`src/rtl/reduce_table.sv`:
```
// reduce_table: reduction-table consumer for the children-annotated packet stream.
// Each in-flight reduction sits in one table entry keyed by (index, algtype).
// Contributions are folded into the stored payload with the entry's op. Once
// every child has reported and the adder-latency wait has run out, the entry
// is released as a finished 64-bit packet.
// Optional build macro: REDUCE_TABLE_BYPASS_EN. When it is defined, packets
// with the reduction bit clear skip the table and go straight to the output
// register. When it is undefined, those packets are consumed and dropped.
module reduce_table #(
  parameter int ReductionTableSize = 2,
  parameter int AdderLatency       = 14,
  parameter int WaitWidth          = 4,
  parameter int ChildrenWidth      = 3,
  parameter int PayloadLen         = 22
) (
  input  logic                       clk,
  input  logic                       rst,
  input  logic [ChildrenWidth+63:0]  packetIn,
  output logic                       inReady,
  output logic [63:0]                packetOut,
  output logic                       outValid,
  input  logic                       outReady
);

  localparam int N    = ReductionTableSize;
  localparam int IdxW = (N > 1) ? $clog2(N) : 1;

  // Per-entry control state.
  logic [N-1:0]             ent_valid;
  logic [N-1:0]             ent_count;   // counting down toward release
  logic [WaitWidth-1:0]     ent_wait [N];
  logic [ChildrenWidth-1:0] ent_rem  [N];
  // Stored packet bits [61:0]; the low PayloadLen bits hold the running result.
  logic [61:0]              ent_data [N];

  logic [N-1:0]  match;
  logic          hit, has_free, any_elig;
  logic [IdxW-1:0] hit_idx, free_idx, elig_idx;
  logic          load_ok, rel, take, do_hit, do_alloc, bypass_load;

  logic in_valid, is_red;
  assign in_valid = packetIn[63];
  assign is_red   = packetIn[62];

  function automatic logic [PayloadLen-1:0] combine(input logic [1:0] op,
                                                    input logic [PayloadLen-1:0] a,
                                                    input logic [PayloadLen-1:0] b);
    case (op)
      2'd0:    return a + b;            // wraps at PayloadLen bits
      2'd1:    return (a > b) ? a : b;
      2'd2:    return (a < b) ? a : b;
      default: return a | b;
    endcase
  endfunction

  // Entry lookup: matching entry, lowest free entry and lowest eligible entry.
  always_comb begin
    // NOTE: every output of this block gets a default first, so no path can leave it unassigned and infer a latch.
    match    = '0;
    hit      = 1'b0;
    hit_idx  = '0;
    has_free = 1'b0;
    free_idx = '0;
    any_elig = 1'b0;
    elig_idx = '0;
    // Descending scan so the lowest-numbered candidate is the last one written.
    for (int i = N - 1; i >= 0; i--) begin
      match[i] = ent_valid[i] && (ent_data[i][44:37] == packetIn[44:37]) &&
                 (ent_data[i][45] == packetIn[45]) && (ent_rem[i] != '0);
      if (match[i]) begin
        hit     = 1'b1;
        hit_idx = IdxW'(i);
      end
      if (!ent_valid[i]) begin
        has_free = 1'b1;
        free_idx = IdxW'(i);
      end
      if (ent_valid[i] && ent_count[i] && (ent_wait[i] == '0)) begin
        any_elig = 1'b1;
        elig_idx = IdxW'(i);
      end
    end
  end

  assign load_ok = !outValid || outReady;
  assign rel     = load_ok && any_elig;

`ifdef REDUCE_TABLE_BYPASS_EN
  // A bypass packet may only take the output register when no entry wants it.
  assign inReady     = is_red ? (hit || has_free) : (load_ok && !any_elig);
  assign bypass_load = in_valid && !is_red && load_ok && !any_elig;
`else
  // Non-reduction packets are always accepted and then dropped.
  assign inReady     = is_red ? (hit || has_free) : 1'b1;
  assign bypass_load = 1'b0;
`endif

  assign take     = in_valid && is_red && inReady;
  assign do_hit   = take && hit;
  assign do_alloc = take && !hit;

  // Control state: wait countdown, release, combine bookkeeping and allocation.
  always_ff @(posedge clk) begin
    if (rst) begin
      ent_valid <= '0;
      ent_count <= '0;
      for (int i = 0; i < N; i++) begin
        ent_wait[i] <= '0;
        ent_rem[i]  <= '0;
      end
    end else begin
      for (int i = 0; i < N; i++) begin
        if (ent_count[i] && (ent_wait[i] != '0))
          ent_wait[i] <= ent_wait[i] - 1'b1;
      end
      if (rel) begin
        ent_valid[elig_idx] <= 1'b0;
        ent_count[elig_idx] <= 1'b0;
      end
      if (do_hit) begin
        ent_rem[hit_idx]  <= ent_rem[hit_idx] - 1'b1;
        ent_wait[hit_idx] <= WaitWidth'(AdderLatency);
        if (ent_rem[hit_idx] == ChildrenWidth'(1))
          ent_count[hit_idx] <= 1'b1;
      end
      if (do_alloc) begin
        ent_valid[free_idx] <= 1'b1;
        ent_rem[free_idx]   <= packetIn[ChildrenWidth+63:64];
        ent_wait[free_idx]  <= '0;
        // A leaf has nothing to wait for and is eligible immediately.
        ent_count[free_idx] <= (packetIn[ChildrenWidth+63:64] == '0);
      end
    end
  end

  // Entry payload storage: written on allocation and on every combine.
  always_ff @(posedge clk) begin
    // NOTE: the data array has no reset; ent_valid gates every read, so clearing it would only cost reset fan-out.
    if (do_hit)
      ent_data[hit_idx][PayloadLen-1:0] <=
        combine(ent_data[hit_idx][23:22], ent_data[hit_idx][PayloadLen-1:0],
                packetIn[PayloadLen-1:0]);
    if (do_alloc)
      ent_data[free_idx] <= packetIn[61:0];
  end

  // Output register: loads when empty or when the current word is being taken.
  always_ff @(posedge clk) begin
    if (rst) begin
      packetOut <= '0;
      outValid  <= 1'b0;
    end else if (load_ok) begin
      outValid <= rel || bypass_load;
      if (rel)
        packetOut <= {2'b11, ent_data[elig_idx]};
      else if (bypass_load)
        packetOut <= packetIn[63:0];
    end
  end

endmodule
```
`config.mk`:
```
export PLATFORM = sky130hd
export DESIGN_NAME = reduce_table
export DESIGN_NICKNAME = d
export VERILOG_FILES = /design/src/rtl/reduce_table.sv
export SDC_FILE = /design/constraint.sdc
export NUM_CORES = 1
export LEC_CHECK = 0
export CAP_MARGIN = 0
export CELL_PAD_IN_SITES_DETAIL_PLACEMENT = 1
export CELL_PAD_IN_SITES_GLOBAL_PLACEMENT = 1
export CORE_UTILIZATION = 40
export CTS_CLUSTER_SIZE = 10
export DETAILED_ROUTE_END_ITERATION = 6
export PLACE_DENSITY = 0.73
export SLEW_MARGIN = 20
export SYNTH_ARGS = -nofsm -noshare
export SYNTH_HDL_FRONTEND = slang
export SYNTH_SLANG_ARGS = --single-unit
```
`constraint.sdc`:
```
create_clock -name clk -period 6.1 [get_ports clk]
set_input_delay 1.83 -clock clk [delete_from_list [all_inputs] [get_ports clk]]
set_output_delay 1.83 -clock clk [all_outputs]
set_load 0.005 [all_outputs]
```
### Yosys cells after proc, flatten, opt, wreduce, memory -nomap -nowiden

Memories as Yosys holds them, arrays and structs flattened. A register that Yosys moved wholly into a read port is not among the register bits.
Index checks and enable logic that the tools add are counted.

| word-level totals | value |
|---|---|
| input port bits | 70 |
| flip-flop bits (word level) | 68 |
| output and inout bits | 66 |
| RAM bits | 138 |
| memories kept | 3 |
| logic and storage cells | 131 |

| operators by class | value |
|---|---|
| $lt $le $gt $ge | 8 |
| eq/ne operators | 7 |
| $add $sub $neg | 4 |
| reductions and logical operators | 37 |
| bitwise operators | 8 |
| muxes and demuxes | 60 |

Memories:

| memory | depth | width | rd ports | clocked after memory_dff | wr ports | RTL line | RTL |
|---|---|---|---|---|---|---|---|
| ent_data | 2 | 62 | 4 | 1 | 1 | 34 | `logic [61:0] ent_data [N];` |
| ent_wait | 2 | 4 | 2 | 0 | 3 | 31 | `logic [WaitWidth-1:0] ent_wait [N];` |
| ent_rem | 2 | 3 | 3 | 0 | 2 | 32 | `logic [ChildrenWidth-1:0] ent_rem [N];` |

Operators by type and width:

| operator | count |
|---|---|
| $mux W22 | 3 |
| $pmux W22 S3 | 1 |
| $mux W62 | 1 |
| $reduce_or A62 Y1 | 1 |
| $mux W1 | 36 |
| $add A22 B22 Y22 | 1 |
| $gt A22 B22 Y1 | 1 |
| $lt A22 B22 Y1 | 1 |
| $or A22 B22 Y22 | 1 |
| $logic_and A1 B1 Y1 | 20 |
| $mux W2 | 10 |
| $eq A8 B8 Y1 | 2 |
| $mux W4 | 3 |
| $logic_not A4 Y1 | 2 |
| $reduce_bool A4 Y1 | 2 |
| $sub A4 B1 Y4 const B | 2 |
| $lt A1 B2 Y1 const B | 3 |
| $mux W3 | 2 |
| $reduce_bool A3 Y1 | 2 |
| $reduce_or A3 Y1 | 2 |
| $and A2 B2 Y2 | 2 |
| $or A2 B2 Y2 | 2 |
| $reduce_or A4 Y1 | 1 |
| $demux W1 S1 | 3 |
| other kinds (14) | 20 |

### Logic depth before layout (Yosys ltp)

An unclocked memory read counts as a cell.

| depth | value |
|---|---|
| depth in word-level cells | 19 |
| depth in mapped cells | 21 |
| mapped depth without buffers | 17 |

### Least setup slack after synthesis

Ideal clock, no wire load.

| path | value |
|---|---|
| kind | input -> register |
| from | input port packetIn[43] |
| to | memory ent_data[0][17], data pin |
| path slack | -0.072 ns |
| arrival time | 6.004 ns |
| buffers on the path | 2 |
| required time | 5.933 ns |
| setup time | 0.167 ns |
| stages on the path | 18 |
| path through | xor2_1 or4_4 nor3_2 nand2_1 buf_2 buf_2 mux2i_1 inv_1 ha_1 nor3_1 o21ai_0 a2111oi_1 o21ai_0 or4_1 a41o_1 o211ai_2 nor2_1 a211oi_2 |

| between the ends | value |
|---|---|
| longest elaborated chain between the ends | 14 |
| elaborated cells between the ends (all ways) | 32 |

RTL lines:

| item | RTL line | RTL |
|---|---|---|
| from (decl) | 18 | `input logic [ChildrenWidth+63:0] packetIn,` |
| branches (longest 13 deep; another with $mem_v2 Z2 W62) | n/a |  |
| $mux W62 (no line) * | n/a |  |
| to (decl) | 34 |  |

Mark *: on every way between the ends. The select of a mux whose other input is x is not followed.

### Final worst setup path

| path | value |
|---|---|
| from | input port packetIn[43] |
| to | memory ent_data[0][7], data pin |

The elaborated chain is that of the path after synthesis.

==> reports/metrics.yaml <==
synth.area.top_cells: "edfxtp_1 37%, dfxtp_1 13%, ha_1 8.1%"
antenna_found_initial: 0
synth_most_common_cell: "edfxtp_1"
hold_viol: 0
synthXorXnorAreaFrac_pct: 3.35
hpwl_um: 21800
cts_made_buffers: 25
syn_nets: 1161
criticalPathCategory: "input pin to flip-flop"
vias: 8592
htreeDepth: 1
cp_max_fo: 10
first_pass_iters: 4
cap_viol_max_count: 0
grt_pass1_wl_um: 49400
ys_seq_area_share_pct: 49.9
end_kind: "flip-flop"
io_buffers: 135
finalCriticalPeriod_ns: 5.90
skew_ns: 0.0174
yosysUniqueCellTypes: 70
worstPathArrival_ns: 6.14
initial_utilization_pct: 40.8
vdd_drop_max_mv: 0.155
cp.required_ns: 6.34
synth-edff-count: 136
synth-seq-cells: 206
power.density_mw_per_mm2: 241
wirelength_um: 31000
synth_top_family_by_area: "compound AO/OA/AOI/OAI gates"
yosysTopAreaCell: "edfxtp_1"
fmax_mhz: 169
overflow: 0
grt_max_degree: 126
rsz0062_at_grt: "false"
hp-class: "flip-flop to flip-flop"
gp_congestion: 0.862
fin_setup_tns_ns: 0
ys_top_cells_by_count: "136 x edfxtp_1, 113 x nor2_1, 78 x mux2i_1"
clock_latency_ns: 0.51
drive_gt1_share_pct: 15.6
clockBufferDepth: 3
synth_ff_type: "edfxtp_1"
grt_pass1_vias: 9351
synth_mux_area_share_pct: 8.47
antenna_cells: 0
die_w_um: 168
route.detailed.drc: 0
cts_tree: "done"
drtIter0Drc: 459
clock_sinks: 206
synth_cells: 1019
synth-simple-area-share_pct: 11.8
netlist.area_leader.share_pct: 37.2
core.rowCount: 60
synth_compound_area_share_pct: 13.7
p_leak_nw: 5.37
die_y_um: 168
worstSetupStartpointType: "input pin"
avgViaCountPerCell: 5.36
yosysWarnings: 0
wl_per_cell_um: 19.4
grt_usage_pct: 22.2
min_period_over_period_pct: 96.7
ant_nets: 0
clk_pin_slew_ns: 0.06
fin_nets: 1388
syn2layout_area_growth_pct: 30.8
syn-cell-area_mm2: 0.0110
synthAdderAreaFrac_pct: 8.27
avgSynthCellArea_um2: 10.8
finalMaxSlewViolations: 0
max_slew_margin_pct: 35.0
ios: 136
coreArea_mm2: 0.0270
worst_slew_pin_slew_ns: 0.973
die-area_mm2: 0.0281
clockRootBuffer: "clkbuf_16"
setup_viol: 0
whs_ns: 0.498
synthArstFlopShare_pct: 0
status: "complete, no violations"
-- critical path, stage by stage --
cell and delay, ns:
clkdlybuf4s50_1 0.52, buf_4 0.14, xnor2_1 0.11, nand3_1 0.12, or3_4 0.40, nand2_2 0.10
buf_12 0.12, buf_6 0.16, mux2i_4 0.24, buf_4 0.14, inv_1 0.05, ha_1 0.33
nand4_1 0.20, nor4_2 0.29, buf_4 0.15, inv_1 0.03, o221ai_1 0.24, nor2_2 0.09
a21oi_1 0.15, a21oi_2 0.05, buf_4 0.21, a221oi_1 0.31, o21ai_1 0.12
-- cell usage in the layout (no fill, tap or decap), drive strengths merged, types with 3 or more instances in the layout --
cell	Yosys	routed
inv	75	74
nand2b	9	9
xnor2	33	33
mux2i	78	78
nor3b	4	4
ha	71	71
or3	6	6
a211oi	71	71
nor4	4	4
xor2	9	9
nand3	9	9
a21oi	43	43
nor2b	3	3
o21ai	35	35
and2	42	42
nand4	4	4
nor2	113	113
clkdlybuf4s50	0	133
o221ai	6	6
and3	4	4
a31oi	7	7
o211ai	3	3
o21bai	8	8
mux2	13	13
nor3	16	16
a22oi	4	4
buf	17	115
edfxtp	136	136
a221oi	5	5
clkbuf	32	43
nor4b	3	3
nand2	39	39
a22o	4	4
dfxtp	70	70
o22ai	14	14
-- cell type report --
cell class	count	area, um2
Tap cell	341	427
Fill cell	2918	12600
Clock buffer	43	714
Multi-Input combinational cell	689	5190
Timing Repair Buffer	249	2260
Inverter	75	282
Clock inverter	1	5.00
Sequential cell	206	5490
-- per-stage QoR --
stage / worst slack (ns) / area (um2) / utilization (%) / cells / total power [W]
floorplan: 0.0289 / 11000 / - / 1019 / 0.00189
global placement: -0.454 / 13500 / 50.0 / 1559 / 0.00213
detailed placement: -0.555 / 13500 / 50.0 / 1559 / 0.00215
CTS: 0.00431 / 14200 / 52.7 / 1603 / 0.00348
global route: 0.00650 / 14400 / 53.3 / 1604 / 0.00361
finish: 0.200 / 14400 / 53.3 / 1604 / 0.00346
-- logic make-up (layout without fill, tap and decap cells) --
kind of cell             after synthesis  in the layout
multiplexers                          91             91
flip-flops                           206            206
XOR/XNOR                              42             42
adder cells (fa/ha/maj)               72             72
buffers and inverters                124            368
AO/OA/AOI/OAI                        219            219
AND/OR/NAND/NOR                      265            265
-- per-layer routing --
metal	share of wire (%)	wire (um)	track usage (%)
met5	0	0	0
met4	2.5	786	6.90
met3	4.0	1230	2.84
met2	51	15700	40.5
met1	43	13300	27.0
-- final timing paths --
| path | endpoint | start | slack (ns) | cells past startpoint |
|---|---|---|---|---|
| worst max-delay path | ent_data[0][7] | packetIn[43] | 0.20 | 23 |
| worst min register to register | packetOut[37] | packetOut[37] | 0.50 | 2 |
| worst min-delay path | packetOut[37] | packetOut[37] | 0.50 | 2 |
| worst max register to register | ent_data[0][7] | ent_valid[1] | 1.59 | 20 |
-- sequential cells by signal (all words and copies together) (netlist names) --
name,flops
ent_count,2
ent_data,124
ent_rem,6
ent_valid,2
ent_wait,8
outValid,1
packetOut,63
-- report_power, final --
| part | switching, W | total (W) | internal (W) |
|---|---|---|---|
| logic | 0.000305 | 0.000570 | 0.000265 |
| clock network | 0.000541 | 0.00133 | 0.000787 |
| registers | 0.0000220 | 0.00157 | 0.00154 |
| total | 0.000868 | 0.00346 | 0.00260 |
-- timing repair --
action                                  in CTS  in global routing
buffers inserted                             0                  1
endpoints found under the hold margin        0                  0
gates cloned                                 0                  0
gates resized for setup                      1                 27
hold buffers                                 0                  0
pin swaps                                    0                  6
endpoints found under the setup margin       2                 44
Power figures use the tool's default switching activity.
